===== src/rtl/id_ex_hazard_stage.sv =====
// ID/EX boundary for RV32I: register file with write-through bypass, a registered
// slot with valid/ready handshake, load-use bubbles, flush and held-operand refresh.
// Optional HAZARD_STATS_EN adds saturating bubble/hold counters.
module id_ex_hazard_stage #(
    parameter int XLEN     = 32,
    parameter int NUM_REGS = 32,
    parameter int CTRL_W   = 64,
    parameter int RIDX_W   = $clog2(NUM_REGS)
) (
    input  logic              clk,
    input  logic              rst,
    input  logic              id_valid,
    output logic              id_ready,
    input  logic [CTRL_W-1:0] id_ctrl,
    input  logic [RIDX_W-1:0] id_rs1,
    input  logic [RIDX_W-1:0] id_rs2,
    input  logic [RIDX_W-1:0] id_rd,
    input  logic              id_uses_rs1,
    input  logic              id_uses_rs2,
    input  logic              id_is_load,
    input  logic              flush,
    input  logic              ex_ready,
    output logic              ex_valid,
    output logic [CTRL_W-1:0] ex_ctrl,
    output logic [XLEN-1:0]   ex_rs1_val,
    output logic [XLEN-1:0]   ex_rs2_val,
    output logic [RIDX_W-1:0] ex_rs1,
    output logic [RIDX_W-1:0] ex_rs2,
    output logic [RIDX_W-1:0] ex_rd,
    output logic              ex_is_load,
    input  logic              wb_load,
    input  logic [RIDX_W-1:0] wb_rd,
    input  logic [XLEN-1:0]   wb_data
`ifdef HAZARD_STATS_EN
    ,
    output logic [31:0]       stat_bubbles,
    output logic [31:0]       stat_holds
`endif
);

    // Handshake: a transfer happens on a clock edge where valid && ready are both
    // high; valid never depends on ready, and the slot holds steady while
    // ex_valid && !ex_ready. A flush consumes the decoder word regardless.

    logic [XLEN-1:0]   r_regs [NUM_REGS];

    logic              r_valid;
    logic [CTRL_W-1:0] r_ctrl;
    logic [XLEN-1:0]   r_rs1_val;
    logic [XLEN-1:0]   r_rs2_val;
    logic [RIDX_W-1:0] r_rs1;
    logic [RIDX_W-1:0] r_rs2;
    logic [RIDX_W-1:0] r_rd;
    logic              r_is_load;
    logic              r_uses_rs1;
    logic              r_uses_rs2;

    logic              w_adv;
    logic              w_haz;
    logic              w_wb_en;
    logic [XLEN-1:0]   w_rs1_val;
    logic [XLEN-1:0]   w_rs2_val;

    function automatic logic [XLEN-1:0] rf_read(input logic [RIDX_W-1:0] idx);
        if (idx == '0)
            return '0;
        else if (wb_load && (wb_rd == idx))
            return wb_data;
        else
            return r_regs[idx];
    endfunction

    always_comb begin
        w_wb_en   = wb_load && (wb_rd != '0);
        w_rs1_val = rf_read(id_rs1);
        w_rs2_val = rf_read(id_rs2);
        w_adv     = !r_valid || ex_ready;
        w_haz     = r_valid && r_is_load && (r_rd != '0) &&
                    ((id_uses_rs1 && (id_rs1 == r_rd)) ||
                     (id_uses_rs2 && (id_rs2 == r_rd)));
        id_ready  = flush || (w_adv && !w_haz);
    end

    always_ff @(posedge clk or posedge rst) begin
        if (rst) begin
            for (int i = 0; i < NUM_REGS; i++) r_regs[i] <= '0;
        end else if (w_wb_en) begin
            r_regs[wb_rd] <= wb_data;
        end
    end

    always_ff @(posedge clk or posedge rst) begin
        if (rst) begin
            r_valid    <= 1'b0;
            r_ctrl     <= '0;
            r_rs1_val  <= '0;
            r_rs2_val  <= '0;
            r_rs1      <= '0;
            r_rs2      <= '0;
            r_rd       <= '0;
            r_is_load  <= 1'b0;
            r_uses_rs1 <= 1'b0;
            r_uses_rs2 <= 1'b0;
        end else if (flush) begin
            r_valid <= 1'b0;
        end else if (w_adv) begin
            if (w_haz || !id_valid) begin
                r_valid <= 1'b0;
            end else begin
                r_valid    <= 1'b1;
                r_ctrl     <= id_ctrl;
                r_rs1_val  <= w_rs1_val;
                r_rs2_val  <= w_rs2_val;
                r_rs1      <= id_rs1;
                r_rs2      <= id_rs2;
                r_rd       <= id_rd;
                r_is_load  <= id_is_load;
                r_uses_rs1 <= id_uses_rs1;
                r_uses_rs2 <= id_uses_rs2;
            end
        end else begin
            // Held slot: pick up writebacks landing on our sources so the
            // operands are current when execute finally takes them.
            if (w_wb_en && r_uses_rs1 && (wb_rd == r_rs1)) r_rs1_val <= wb_data;
            if (w_wb_en && r_uses_rs2 && (wb_rd == r_rs2)) r_rs2_val <= wb_data;
        end
    end

    assign ex_valid   = r_valid;
    assign ex_ctrl    = r_ctrl;
    assign ex_rs1_val = r_rs1_val;
    assign ex_rs2_val = r_rs2_val;
    assign ex_rs1     = r_rs1;
    assign ex_rs2     = r_rs2;
    assign ex_rd      = r_rd;
    assign ex_is_load = r_is_load;

`ifdef HAZARD_STATS_EN
    logic [31:0] r_stat_bubbles;
    logic [31:0] r_stat_holds;

    always_ff @(posedge clk or posedge rst) begin
        if (rst) begin
            r_stat_bubbles <= '0;
            r_stat_holds   <= '0;
        end else begin
            if (w_adv && w_haz && (r_stat_bubbles != '1))
                r_stat_bubbles <= r_stat_bubbles + 32'd1;
            if (r_valid && !ex_ready && (r_stat_holds != '1))
                r_stat_holds <= r_stat_holds + 32'd1;
        end
    end

    assign stat_bubbles = r_stat_bubbles;
    assign stat_holds   = r_stat_holds;
`endif

endmodule


===== config.mk =====
export PLATFORM = sky130hd
export DESIGN_NAME = id_ex_hazard_stage
export DESIGN_NICKNAME = d
export VERILOG_FILES = /design/src/rtl/id_ex_hazard_stage.sv
export SDC_FILE = /design/constraint.sdc
export NUM_CORES = 2
export LEC_CHECK = 0
export ABC_AREA = 1
export CAP_MARGIN = 40
export CORE_UTILIZATION = 50
export DETAILED_ROUTE_END_ITERATION = 7
export MAX_ROUTING_LAYER = met4
export PLACE_DENSITY = 0.78
export SLEW_MARGIN = 10
export SYNTH_ARGS = -nofsm -noshare
export SYNTH_HDL_FRONTEND = slang
export SYNTH_SLANG_ARGS = --single-unit

===== constraint.sdc =====
create_clock -name clk -period 89 [get_ports clk]
set_input_delay 26.7 -clock clk [delete_from_list [all_inputs] [get_ports clk]]
set_output_delay 26.7 -clock clk [all_outputs]
set_load 0.01 [all_outputs]

Yosys cells after proc, flatten, opt, wreduce, memory -nomap -nowiden
Cells that the tools add are included.
Widths: inputs -> output; s select.
{ "totals": {"inputBits": 125, "ff_bits": 1171, "output_inout_bits": 146, "word_cells": 111} }
{ "op_classes": {"n_eq_ne": 7, "reduce_logical": 31, "n_bitwise": 5, "n_lt_le_gt_ge": 4, "muxes": 22} }
{ "op_table": {"columns": ["op", "count"], "rows": [
  ["$bwmux 1024", 1],
  ["$mux 32", 15],
  ["$bmux 32 s5", 2],
  ["$demux 32 s5", 1],
  ["$eq 5x5->1", 6],
  ["$ge 6x6->1 const B", 3],
  ["$not 5->6", 3],
  ["$logic_and 1x1->1", 14],
  ["$logic_not 5->1", 2],
  ["$reduce_bool 5->1", 2],
  ["$reduce_and 3->1", 3],
  ["$lt 6x1->1 const B", 1],
  ["$reduce_bool 2->1", 3],
  ["$logic_or 1x1->1", 4],
  ["$logic_not 1->1", 3],
  ["$mux 1", 3],
  ["$ne 2x2->1 const B", 1],
  ["$not 1->1", 2]
]} }

Depth between registers and ports, before layout
{ "depth": {"word_depth": 8, "depth_mapped": 16} }

Worst setup path before layout
OpenSTA, ideal clock, no wires.
{ "synth_path": {"path_kind": "input-to-output", "startpoint": "in id_rs1[3]", "endpoint": "out id_ready", "path_slack_ps": 34801, "required_time_ps": 62300, "stages": 9, "t_arrival_ps": 27499, "cell_sequence": "buf_2 > inv_2 > nand2_1 > a21oi_1 > nand3_1 > nand2_1 > nand2_2 > nand2_1 > nand2_1"} }
{ "synth_via": {"elab_chain_cells": 7} }
{ "synth_lines": {"columns": ["element", "line", "rtl"], "rows": [
  ["from (decl)", "15", "input logic [RIDX_W-1:0] id_rs1,"],
  ["$eq 5x5->1", "79", "((id_uses_rs1 && (id_rs1 == r_rd)) ||"],
  ["$logic_and 1x1->1", "79", null],
  ["$logic_or 1x1->1", "79", null],
  ["$logic_and 1x1->1", "78", "w_haz = r_valid && r_is_load && (r_rd != '0) &&"],
  ["$logic_not 1->1", "81", "id_ready = flush || (w_adv && !w_haz);"],
  ["$logic_and 1x1->1", "81", null],
  ["$logic_or 1x1->1", "81", null],
  ["to (decl)", "13", "output logic id_ready,"]
]} }
Every way passes these cells.

Final worst setup path
{ "layout_path": {"startpoint": "in id_rs1[4]", "endpoint": "out id_ready"} }
The elaborated chain is that of the path after synthesis.

==> metrics.txt <==
largest net degree at the start of global routing 191; clock slew at reported path FFs 0.06 ns; Die Wd 367.5 um; hold slack final 0.4061 ns; R2R Setup Slk 85.99 ns; number of global-route vias before repair 65075; final hold vios 0; Pwr Density 21.51 nW/um2; library cells used by synthesis 32; Mapped Area 66780 um2; DP HPWL 143500 um; Num CTS Buffers 120; number of nets with antenna violations after routing 0; Max-slew headroom 25.52%; min-delay worst type flip-flop to flip-flop; hold path depth 0; vias per std cell 5.920; GRT Total Usage 37.78%; maxcap violations 0; RD Place Congestion 0.9198; hold_sp r_regs[996]; status complete, but fails checks; fmax 0.01767 GHz; # nets final 10016; Peak VDD IR 0.00001748 V; antenna violations before repair 16; reg-to-reg critical path endpoint ex_ctrl[58]; fin cells 11763; total die area 135000 um2; root buffer cell clkbuf_16; Filler Cell Count 11952; Place WS 32.64 ns; Slew @ Worst Pin 1.117 ns; CTS H-tree depth 3; CP startpoint kind input pin; clock tree from TritonCTS built; clock tree buffer depth 3; drt pass-1 iters 8; IO Count 271; sequential share of the synthesized area 43.88%; Yosys reg bits 1171; Worst R2R Path Depth 9; Post-Syn Nets 10255; clock skew 0.02325 ns; warnings from Yosys 0; Post-CTS Setup Bufs 0; nature of the critical path endpoint output port; worst setup margin 32.40 ns; clk_lat worst skew 0.77 ns; WS Path Type input pin to output port; Synth Instances 10130; minimum clock period 56.60 ns; dpl cells 11522; RSZ-0062 raised after global routing false; global route overflow 0; CP max FO 39; Die H 367.5 um; global-route wire length before repair 384000 um; Routed WL per cell 21.48 um; leakage power 37.21 nW; Hold Path End r_regs[996]; CP Data Required Time 62.30 ns; share of cells above drive strength 1 4.524%; area post-placement 70390 um2; IO buf count 270; arrival time of the worst setup path 29.90 ns; syn avg cell area 6.592 um2; Iter 0 DRT Violations 11410; post-cts sizing count 0; hold_buf cts 0; Area Overhead vs Synth 11.66%; CTS sink count 1171; Initial Utilization 50.61%; Rows 133; DRC 22; fin. max-slew vios 0; core area 132000 um2; vias post-DR 69637; failing checks DRC; TNS Setup 0 ns; R2R Path Start ex_valid; fin area 74570 um2; DRT Wirelength 252700 um; final setup vio count 0; Final period util 63.60%
==> cell families after synthesis <==
kind of cell,synth area share [%]
compound gates,8.285
xor+xnor,0.06557
buf+inv,9.593
flops,43.88
simple gates,38.18
==> how the worst max path moves through the flow <==
stage | cells past startpoint | slack [ns] | endpoint | start
finish | 10 | 32.40 | id_ready | id_rs1[4]
global route | 10 | 32.43 | id_ready | id_rs1[4]
CTS | 10 | 32.60 | id_ready | id_rs1[4]
detailed placement | 10 | 32.64 | id_ready | id_rs1[4]
global placement | 10 | 32.52 | id_ready | id_rs1[4]
floorplan | 1 | 29.32 | ex_ctrl[0] | rst
==> through the flow <==
step / utilization [%] / power [mW]
final: 56.51 / 1.604
after global routing: 56.51 / 1.680
after CTS: 56.43 / 1.593
after detailed placement: 53.34 / 1.066
after global placement: 52.33 / 1.043
after floorplan: - / 0.9488
==> layout by cell type, fill, tap and decap left out, types with 3 or more instances in the layout <==
cell / Yosys / routed
buf_6: 7 / 4
buf_4: 50 / 105
clkdlybuf4s50_1: 0 / 260
o22ai_1: 6 / 6
inv_1: 697 / 695
clkbuf_16: 0 / 123
nand4_1: 6 / 6
clkbuf_8: 0 / 29
buf_16: 0 / 45
nand3_4: 0 / 6
inv_2: 18 / 15
buf_8: 0 / 3
buf_12: 0 / 11
nor2_1: 1138 / 1136
nand2_2: 4 / 19
xor2_1: 5 / 5
inv_6: 0 / 5
bufinv_16: 0 / 10
a21oi_1: 229 / 229
nand3_1: 1162 / 1158
clkinv_2: 1 / 27
inv_4: 3 / 3
o21ai_0: 682 / 682
nor2_4: 9 / 22
diode_2: 0 / 17
nor3_1: 6 / 6
dfrtp_1: 1171 / 1171
o21ai_1: 173 / 173
clkbuf_1: 302 / 23
nand2_1: 3999 / 3984
o21a_1: 4 / 4
clkinvlp_4: 0 / 8
==> worst max-delay path: stages <==
cell	delay [ns]
buf_4	0.71
clkinv_2	1.05
nand2_1	0.26
a22oi_1	0.12
nand3_1	0.14
nand2_1	0.09
nand2_2	0.14
nand2_1	0.07
nand2_1	0.07
clkdlybuf4s50_1	0.54
==> power breakdown <==
part,switching [mW],leakage [nW],internal (mW)
clock network,0.228,2.01,0.305
logic,0.238,20.5,0.133
registers,0.0624,14.7,0.637
total,0.528,37.2,1.08
==> metal layers <==
metal	track usage (%)	up-vias	part of all wire (%)
met4	23.61	0	7.7
met1	47.29	32024	36
met2	54.20	5255	42
met5	-	-	0
met3	10.02	1349	15
li1	-	31009	-
==> cell type report <==
cell class	instances	area, um2	share of cell area, %
Inverter	720	2750	3.688
Tap cell	1755	2196	2.945
Timing Repair Buffer	430	4950	6.638
Clock buffer	175	3563	4.779
Antenna cell	17	42.54	0.05705
Sequential cell	1171	29300	39.30
Multi-Input combinational cell	7448	31250	41.90
Clock inverter	47	520.5	0.6980
==> cells in the mapped netlist, drive strengths merged <==
cell / number / area [um2]
nand2: 4006 / 15080
dfrtp: 1171 / 29300
nand3: 1166 / 5856
nor2: 1158 / 4442
o21ai: 855 / 4279
inv: 718 / 2703
buf: 489 / 2561
clkbuf: 302 / 1134
a21oi: 231 / 1179
nor3: 10 / 82.58
nand4: 6 / 37.54
o22ai: 6 / 37.54
xor2: 5 / 43.79
o21a: 4 / 30.03
clkinv: 2 / 8.750
a22oi: 1 / 7.510
==> registers in the layout, indices dropped and copies added (netlist names) <==
| signal | flops |
|---|---|
| ex_is_load | 1 |
| ex_rs1 | 5 |
| r_regs | 1024 |
| r_uses_rs1 | 1 |
| r_uses_rs2 | 1 |
| ex_rs1_val | 32 |
| ex_valid | 1 |
| ex_ctrl | 64 |
| ex_rs2_val | 32 |
| ex_rd | 5 |
| ex_rs2 | 5 |
No activity file was read; power rests on OpenSTA's default activity.
